===== src/rtl/clk_div_monitor.sv =====
// Period and duty-cycle monitor for a divided clock sampled in the clk_in domain.
// Measures high/low time in clk_in cycles and flags frequency errors and a stuck div_clk.
module clk_div_monitor #(
    parameter int CNT_W       = 8,
    parameter int SYNC_STAGES = 2
) (
    input  logic             clk_in,
    input  logic             rst_n,
    input  logic             div_clk,
    input  logic             en,
    input  logic [CNT_W:0]   exp_period,
    input  logic [CNT_W-1:0] tol,
    output logic [CNT_W:0]   period,
    output logic [CNT_W-1:0] high_time,
    output logic             meas_valid,
    output logic             freq_err,
    output logic             stuck
);

    localparam logic [1:0] ST_IDLE = 2'd0;
    localparam logic [1:0] ST_HIGH = 2'd1;
    localparam logic [1:0] ST_LOW  = 2'd2;

    localparam logic [CNT_W-1:0] CNT_MAX = '1;
    localparam logic [CNT_W-1:0] CNT_ONE = CNT_W'(1);

    logic [SYNC_STAGES-1:0] sync_reg;
    logic                   lvl_d_reg;
    logic                   lvl;
    logic                   rise;
    logic                   fall;

    logic [1:0]       state_reg, state_next;
    logic [CNT_W-1:0] high_cnt_reg, high_cnt_next;
    logic [CNT_W-1:0] low_cnt_reg, low_cnt_next;
    logic [CNT_W:0]   period_reg, period_next;
    logic [CNT_W-1:0] high_time_reg, high_time_next;
    logic             meas_valid_reg, meas_valid_next;
    logic             freq_err_reg, freq_err_next;
    logic             stuck_reg, stuck_next;

    logic [CNT_W:0]   meas_period;
    logic [CNT_W:0]   period_diff;
    logic             meas_err;

    // Synchronizer plus one delay flop; runs regardless of en so edges stay coherent.
    always_ff @(posedge clk_in or negedge rst_n) begin
        if (!rst_n) begin
            sync_reg  <= '0;
            lvl_d_reg <= 1'b0;
        end else begin
            sync_reg  <= {sync_reg[SYNC_STAGES-2:0], div_clk};
            lvl_d_reg <= sync_reg[SYNC_STAGES-1];
        end
    end

    assign lvl  = sync_reg[SYNC_STAGES-1];
    assign rise = lvl & ~lvl_d_reg;
    assign fall = ~lvl & lvl_d_reg;

    assign meas_period = {1'b0, high_cnt_reg} + {1'b0, low_cnt_reg};
    assign period_diff = (meas_period >= exp_period) ? (meas_period - exp_period)
                                                     : (exp_period - meas_period);
    assign meas_err    = period_diff > {1'b0, tol};

    always_comb begin
        state_next      = state_reg;
        high_cnt_next   = high_cnt_reg;
        low_cnt_next    = low_cnt_reg;
        period_next     = period_reg;
        high_time_next  = high_time_reg;
        meas_valid_next = 1'b0;
        freq_err_next   = freq_err_reg;
        stuck_next      = stuck_reg;

        if (!en) begin
            state_next    = ST_IDLE;
            high_cnt_next = '0;
            low_cnt_next  = '0;
            stuck_next    = 1'b0;
        end else begin
            if (rise || fall) begin
                stuck_next = 1'b0;
            end
            case (state_reg)
                ST_IDLE: begin
                    if (rise) begin
                        high_cnt_next = CNT_ONE;
                        low_cnt_next  = '0;
                        state_next    = ST_HIGH;
                    end
                end
                ST_HIGH: begin
                    if (fall) begin
                        low_cnt_next = CNT_ONE;
                        state_next   = ST_LOW;
                    end else if (high_cnt_reg == CNT_MAX - 1'b1) begin
                        // Saturation abandons the measurement; outputs keep the last good one.
                        high_cnt_next = CNT_MAX;
                        stuck_next    = 1'b1;
                        state_next    = ST_IDLE;
                    end else begin
                        high_cnt_next = high_cnt_reg + 1'b1;
                    end
                end
                ST_LOW: begin
                    if (rise) begin
                        period_next     = meas_period;
                        high_time_next  = high_cnt_reg;
                        freq_err_next   = meas_err;
                        meas_valid_next = 1'b1;
                        high_cnt_next   = CNT_ONE;
                        low_cnt_next    = '0;
                        state_next      = ST_HIGH;
                    end else if (low_cnt_reg == CNT_MAX - 1'b1) begin
                        low_cnt_next = CNT_MAX;
                        stuck_next   = 1'b1;
                        state_next   = ST_IDLE;
                    end else begin
                        low_cnt_next = low_cnt_reg + 1'b1;
                    end
                end
                default: begin
                    state_next = ST_IDLE;
                end
            endcase
        end
    end

    always_ff @(posedge clk_in or negedge rst_n) begin
        if (!rst_n) begin
            state_reg      <= ST_IDLE;
            high_cnt_reg   <= '0;
            low_cnt_reg    <= '0;
            period_reg     <= '0;
            high_time_reg  <= '0;
            meas_valid_reg <= 1'b0;
            freq_err_reg   <= 1'b0;
            stuck_reg      <= 1'b0;
        end else begin
            state_reg      <= state_next;
            high_cnt_reg   <= high_cnt_next;
            low_cnt_reg    <= low_cnt_next;
            period_reg     <= period_next;
            high_time_reg  <= high_time_next;
            meas_valid_reg <= meas_valid_next;
            freq_err_reg   <= freq_err_next;
            stuck_reg      <= stuck_next;
        end
    end

    assign period     = period_reg;
    assign high_time  = high_time_reg;
    assign meas_valid = meas_valid_reg;
    assign freq_err   = freq_err_reg;
    assign stuck      = stuck_reg;

endmodule


===== config.mk =====
export PLATFORM = sky130hd
export DESIGN_NAME = clk_div_monitor
export DESIGN_NICKNAME = d
export VERILOG_FILES = /design/src/rtl/clk_div_monitor.sv
export SDC_FILE = /design/constraint.sdc
export NUM_CORES = 1
export LEC_CHECK = 0
export ABC_CLOCK_PERIOD_IN_PS = 5000
export BUFFER_PORTS_ARGS = -buffer_cell sky130_fd_sc_hd__buf_2
export CAP_MARGIN = 20
export CORE_UTILIZATION = 55
export CTS_CLUSTER_SIZE = 30
export DETAILED_ROUTE_END_ITERATION = 10
export GPL_TIMING_DRIVEN = 0
export PLACE_DENSITY = 0.72
export SLEW_MARGIN = 0
export SYNTH_ARGS = -nofsm -noshare
export SYNTH_HDL_FRONTEND = slang
export SYNTH_SLANG_ARGS = --single-unit

===== constraint.sdc =====
create_clock -name clk_in -period 5 [get_ports clk_in]
set_input_delay 1 -clock clk_in [delete_from_list [all_inputs] [get_ports clk_in]]
set_output_delay 1 -clock clk_in [all_outputs]
set_load 0.05 [all_outputs]

# Yosys cells after proc, flatten, opt, wreduce, memory -nomap -nowiden
# Index checks and enable logic that the tools add are counted.
[classes]
eq_ne = 12
add_sub_neg = 5
muxes = 29
n_bitwise = 4
n_reduce_logical = 7
order_cmp = 2
[op_table]
columns = ["cell", "count"]
rows = [
  ["$mux 8", 9],
  ["$pmux 8 s3", 1],
  ["$sub 9x9->9", 2],
  ["$add 8x1->8 const B", 2],
  ["$eq 8x8->1 const B", 2],
  ["$pmux 8 s2", 1],
  ["$mux 2", 6],
  ["$reduce_and 3->1", 4],
  ["$add 8x8->9", 1],
  ["$ge 9x9->1", 1],
  ["$gt 9x8->1", 1],
  ["$mux 1", 9],
  ["$mux 9", 1],
  ["$ne 3x3->1 const B", 3],
  ["$ne 4x4->1 const B", 2],
  ["$ne 3x2->1 const B", 2],
  ["$pmux 2 s3", 1],
  ["$ne 4x1->1 const B", 1],
  ["$and 1x1->1", 2],
  ["$eq 2x1->1 const B", 1],
  ["$eq 2x2->1 const B", 1],
  ["$logic_not 2->1", 1],
  ["$not 1->1", 2],
  ["$pmux 1 s2", 1],
  ["other kinds (2)", 2],
]
[totals]
register_bits = 41

# Logic depth before layout (Yosys ltp)
[depth]
depth_word = 8
depth_mapped = 22
depth_no_buf = 21

# Worst setup path after synthesis
# OpenSTA, ideal clock, no wires.
[synth_path]
path_type = "register to register"
start = "register high_cnt_reg[0]"
end = "register freq_err_reg (netlist: freq_err)"
path_slack_ns = 0.390
required_ns = 4.864
path_stages_with_launch = 23
arrival_time_ns = 4.474
setup_time_ns = 0.136
synth_period_minus_slack_ns = 4.610
path_cell_list = "dfrtp_1 -> ha_1 -> fa_1 -> a21o_1 -> a21oi_1 -> o21ai_0 -> a21oi_1 -> xor2_1 -> inv_1 -> ha_1 -> buf_2 -> nand4_1 -> nor2_1 -> a31oi_4 -> nand2_4 -> mux2i_1 -> xor2_1 -> ha_1 -> a211oi_1 -> o21ai_0 -> o21a_1 -> a2111oi_2 -> a211oi_2"
[synth_between]
elab_chain_len = 4
[synth_rtl]
columns = ["item", "line_no", "rtl"]
rows = [
  ["from (decl)", "34", "logic [CNT_W-1:0] high_cnt_reg, high_cnt_next;"],
  ["from (signal assigned)", "142", "high_cnt_reg <= high_cnt_next;"],
  ["$add 8x8->9 *", "61", "assign meas_period = {1'b0, high_cnt_reg} + {1'b0, low_cnt_reg};"],
  ["named net meas_period[6]", "42", "logic [CNT_W:0] meas_period;"],
  ["$sub 9x9->9, or another cell as far along", "63", ": (exp_period - meas_period);"],
  ["$mux 9 *", "62", "assign period_diff = (meas_period >= exp_period) ? (meas_period - exp_period)"],
  ["$gt 9x8->1 *", "64", "assign meas_err = period_diff > {1'b0, tol};"],
  ["to (signal assigned)", "147", "freq_err_reg <= freq_err_next;"],
  ["to (decl)", "39", "logic freq_err_reg, freq_err_next;"],
]
# Mark *: on every way through the listed nets, which the timed path passes. The rest lies on a longest branch.
# A chain may end at the register's enable or synchronous reset.

# Worst setup path after layout
# Ends and elaborated chain as after synthesis.

==> flow_metrics.py <==
metrics = {
    "global_route": {
        "grtUsageTotal_pct": 27.4,
        "grt.overflow.total": 0,
        "grt_pass1_wl_um": 13300,
        "antenna_found_initial": 0,
        "grt_max_degree": 42,
        "grt_pass1_vias": 2812,
    },
    "sta": {
        "slew_viol_final": 0,
        "worst_pin_slew_ns": 0.921,
        "hold_slack_ns": 0.358,
        "max_freq_ghz": 0.208,
        "finalCritPeriodShare_pct": 96.0,
        "clock_skew_ns": 0.00762,
        "setup_viol_count_final": 0,
        "relSlewSlack_pct": 38.6,
        "fin_crit_ns": 4.80,
        "finalHoldViolCount": 0,
        "fin_ws_ns": 0.202,
    },
    "hold_path": {
        "hold_depth": 0,
        "hold_path.class": "flop to flop",
        "hold_end": "sync_reg[1]",
        "hold_start": "sync_reg[0]",
    },
    "route": {
        "avgViaCountPerCell": 5.68,
        "drc_errors": 0,
        "drt-pass1-iter-count": 4,
        "ant_nets": 0,
        "routedWlPerCell_um": 15.7,
        "drt-initial-drc-count": 216,
        "dr_total_vias": 2896,
        "routed_wirelength_um": 7980,
    },
    "logic_synthesis": {
        "synthCells": 379,
        "synth_edf_count": 0,
        "yosysSeqAreaShare_pct": 30.7,
        "synth_flop_cell": "dfrtp_1",
        "synth_nets": 447,
        "synth_cell_types": 59,
        "syn_area_sq_um": 3350,
        "ys_seq_elements": 41,
        "syn_avg_cell_area_sq_um": 8.83,
        "async_reset_ff_share_pct": 100,
        "yosysWarnings": 0,
    },
    "power": {
        "p_leak_nw": 1.96,
        "ir_drop_mv": 0.181,
        "power.density_nw_per_um2": 226,
    },
    "cells_and_area": {
        "largest_reg_flops": 9,
        "antennaDiodeCount": 0,
        "fin_nets": 502,
        "layout-drive-gt1-share_pct": 18.6,
        "area_growth_pct": 14.6,
    },
    "setup_path": {
        "crit_chain": "ha_1, fa_2, a21o_1, a21oi_2, o21ai_0, a21oi_2, xor2_1, inv_1, ha_1, clkbuf_4, nand4_1, nor2_2, a31oi_4, and2_4, mux2i_1, ha_1, nor2b_1, o21ai_1, a21oi_1, o21a_1, a2111oi_4, a211oi_2",
        "crit_fanout": 8,
        "r2r_start": "high_cnt_reg[0]",
        "r2r-end": "freq_err",
        "arrival_ns": 4.98,
        "rr_worst_depth": 22,
        "critPathCaptureType": "flop",
        "crit_path_frequent_cell": "ha_1",
        "cpMaxStageDelayCell": "dfrtp_2",
        "startpoint_type": "flop",
        "slowest_delay_ns": 0.43,
        "worstSetupPathType": "flop to flop",
        "rrSetupSlack_ns": 0.20,
        "required_ns": 5.18,
    },
    "clocking": {
        "path_clk_slew_ns": 0.08,
        "insertion_delay_ns": 0.30,
        "numCtsBuffers": 5,
        "clock_path_buffers": 2,
        "cts-root-buf": "clkbuf_8",
        "clock-sinks": 41,
        "tritoncts": "yes",
        "htreeDepth": 2,
    },
    "placement": {
        "dp_hpwl_um": 5970,
        "preCtsSetupSlack_ns": -0.214,
        "gp_congestion": 0.879,
        "io_buffers": 40,
    },
    "die": {
        "die_h_um": 80.0,
        "ios": 41,
        "die_w_um": 80.0,
        "rows": 28,
        "coreArea_sq_um": 5890,
        "start_util_pct": 56.8,
        "design.die.area_sq_um": 6400,
    },
    "run_status": {
        "status": "complete, no violations",
    },
    "flow_run": {
        "drv_cap": 0,
    },
}
==> logic make-up (layout without fill, tap and decap cells) <==
logic type / count (synthesis) / in the layout / share of synthesized area [%]
AO/OA/AOI/OAI: 116 / 116 / 23.8
XOR/XNOR: 13 / 13 / 3.40
adder cells (fa/ha/maj): 47 / 47 / 18.2
buffers and inverters: 54 / 110 / 6.28
flip-flops: 41 / 41 / 30.7
multiplexers: 6 / 6 / 1.80
AND/OR/NAND/NOR: 102 / 102 / 15.8
==> how the worst max path moves through the flow <==
stage / from / end / slack, ns / depth (start not counted)
2_1_floorplan: high_cnt_reg[0] / freq_err / 0.39 / 22
3_3_place_gp: high_cnt_reg[0] / freq_err / -0.13 / 22
3_5_place_dp: high_cnt_reg[0] / freq_err / -0.21 / 22
4_1_cts: low_cnt_reg[0] / freq_err / 0.02 / 22
5_1_grt: low_cnt_reg[0] / freq_err / -0.06 / 22
6_report: high_cnt_reg[0] / freq_err / 0.20 / 22
==> metal layers <==
metal	track usage [%]	vias to the layer above	share of wire (%)
li1	-	1454	-
met1	37.0	1359	46
met2	44.4	74	48
met3	5.26	9	4.6
met4	8.04	0	1.1
met5	0	-	0
==> cell usage in the layout, fill, tap and decap left out, drive strengths merged, types with 2 or more instances in the layout <==
master / instances
nand4b: 2
a21boi: 2
buf: 51
o21a: 2
a22oi: 2
a22o: 8
o21ai: 39
o22ai: 5
a211oi: 4
nor3: 4
and2: 3
nor2: 14
nand3: 12
and4: 3
a21oi: 24
nor2b: 3
nand2b: 4
dfrtp: 41
fa: 3
a31oi: 4
and3: 4
clkinv: 2
mux2i: 6
a221oi: 2
a21o: 9
xnor2: 7
o21bai: 2
nand2: 40
ha: 44
a21bo: 2
inv: 43
clkbuf: 14
o41ai: 4
xor2: 6
nand4: 8
==> timing repair <==
item	4_1_cts	5_1_grt
endpoints found under the setup margin	1	1
buffers inserted	2	6
pin swaps	3	7
hold buffers	0	0
gates resized for setup	3	9
==> where the power goes <==
| group | total, W | internal [W] | switching (W) |
|---|---|---|---|
| logic | 0.000274 | 0.000104 | 0.000170 |
| registers | 0.000359 | 0.000345 | 0.0000133 |
| clock network | 0.000236 | 0.000112 | 0.000124 |
==> cell type report <==
cell class,instances,area [sq um]
Buffer,11,51.3
Clock inverter,2,13.8
Clock buffer,6,82.6
Multi-Input combinational cell,284,2140
Fill cell,491,2050
Timing Repair Buffer,48,260
Tap cell,75,93.8
Sequential cell,41,1030
Inverter,43,161
==> synthesized netlist by cell type (all sizes together), types with 2 or more instances <==
master / number / area [sq um]
nand4b: 2 / 17.5
a21oi: 24 / 120
and3: 4 / 25.0
o22ai: 5 / 31.3
buf: 4 / 22.5
xor2: 6 / 52.6
nor2b: 3 / 18.8
a21boi: 2 / 15.0
mux2i: 6 / 60.1
a221oi: 2 / 17.5
nand2b: 4 / 25.0
dfrtp: 41 / 1030
and2: 3 / 22.5
a211oi: 4 / 35.0
o41ai: 4 / 35.0
ha: 44 / 551
nor3: 4 / 20.0
clkbuf: 7 / 26.3
a22o: 8 / 70.1
inv: 43 / 161
a21bo: 2 / 20.0
o21a: 2 / 15.0
and4: 3 / 27.5
a31oi: 4 / 40.0
o21ai: 39 / 195
nand2: 40 / 158
xnor2: 7 / 61.3
nand3: 12 / 60.1
o21bai: 2 / 26.3
nor2: 14 / 52.6
a21o: 9 / 75.1
a22oi: 2 / 20.0
nand4: 8 / 65.1
fa: 3 / 60.1
==> critical path, delay by kind of cell (launching register included) <==
family	cells	cell delay, ns
flip-flops	1	0.43
XOR/XNOR	1	0.21
AND/OR/NAND/NOR	4	0.58
buffers and inverters	2	0.24
multiplexers	1	0.24
adder cells (fa/ha/maj)	4	1.12
AO/OA/AOI/OAI	10	1.85
==> metrics by stage <==
stage,instance area [sq um],setup TNS [ns],cells,power [W],utilization (%)
after global routing,3830,-0.0556,510,0.000920,65.2
after floorplan,3350,0,379,0.000556,-
after detailed placement,3640,-0.214,494,0.000627,61.8
after CTS,3760,0,504,0.000864,63.9
final,3830,0,510,0.000868,65.2
after global placement,3640,-0.129,494,0.000617,61.8
No activity file was read; power rests on OpenSTA's default activity.
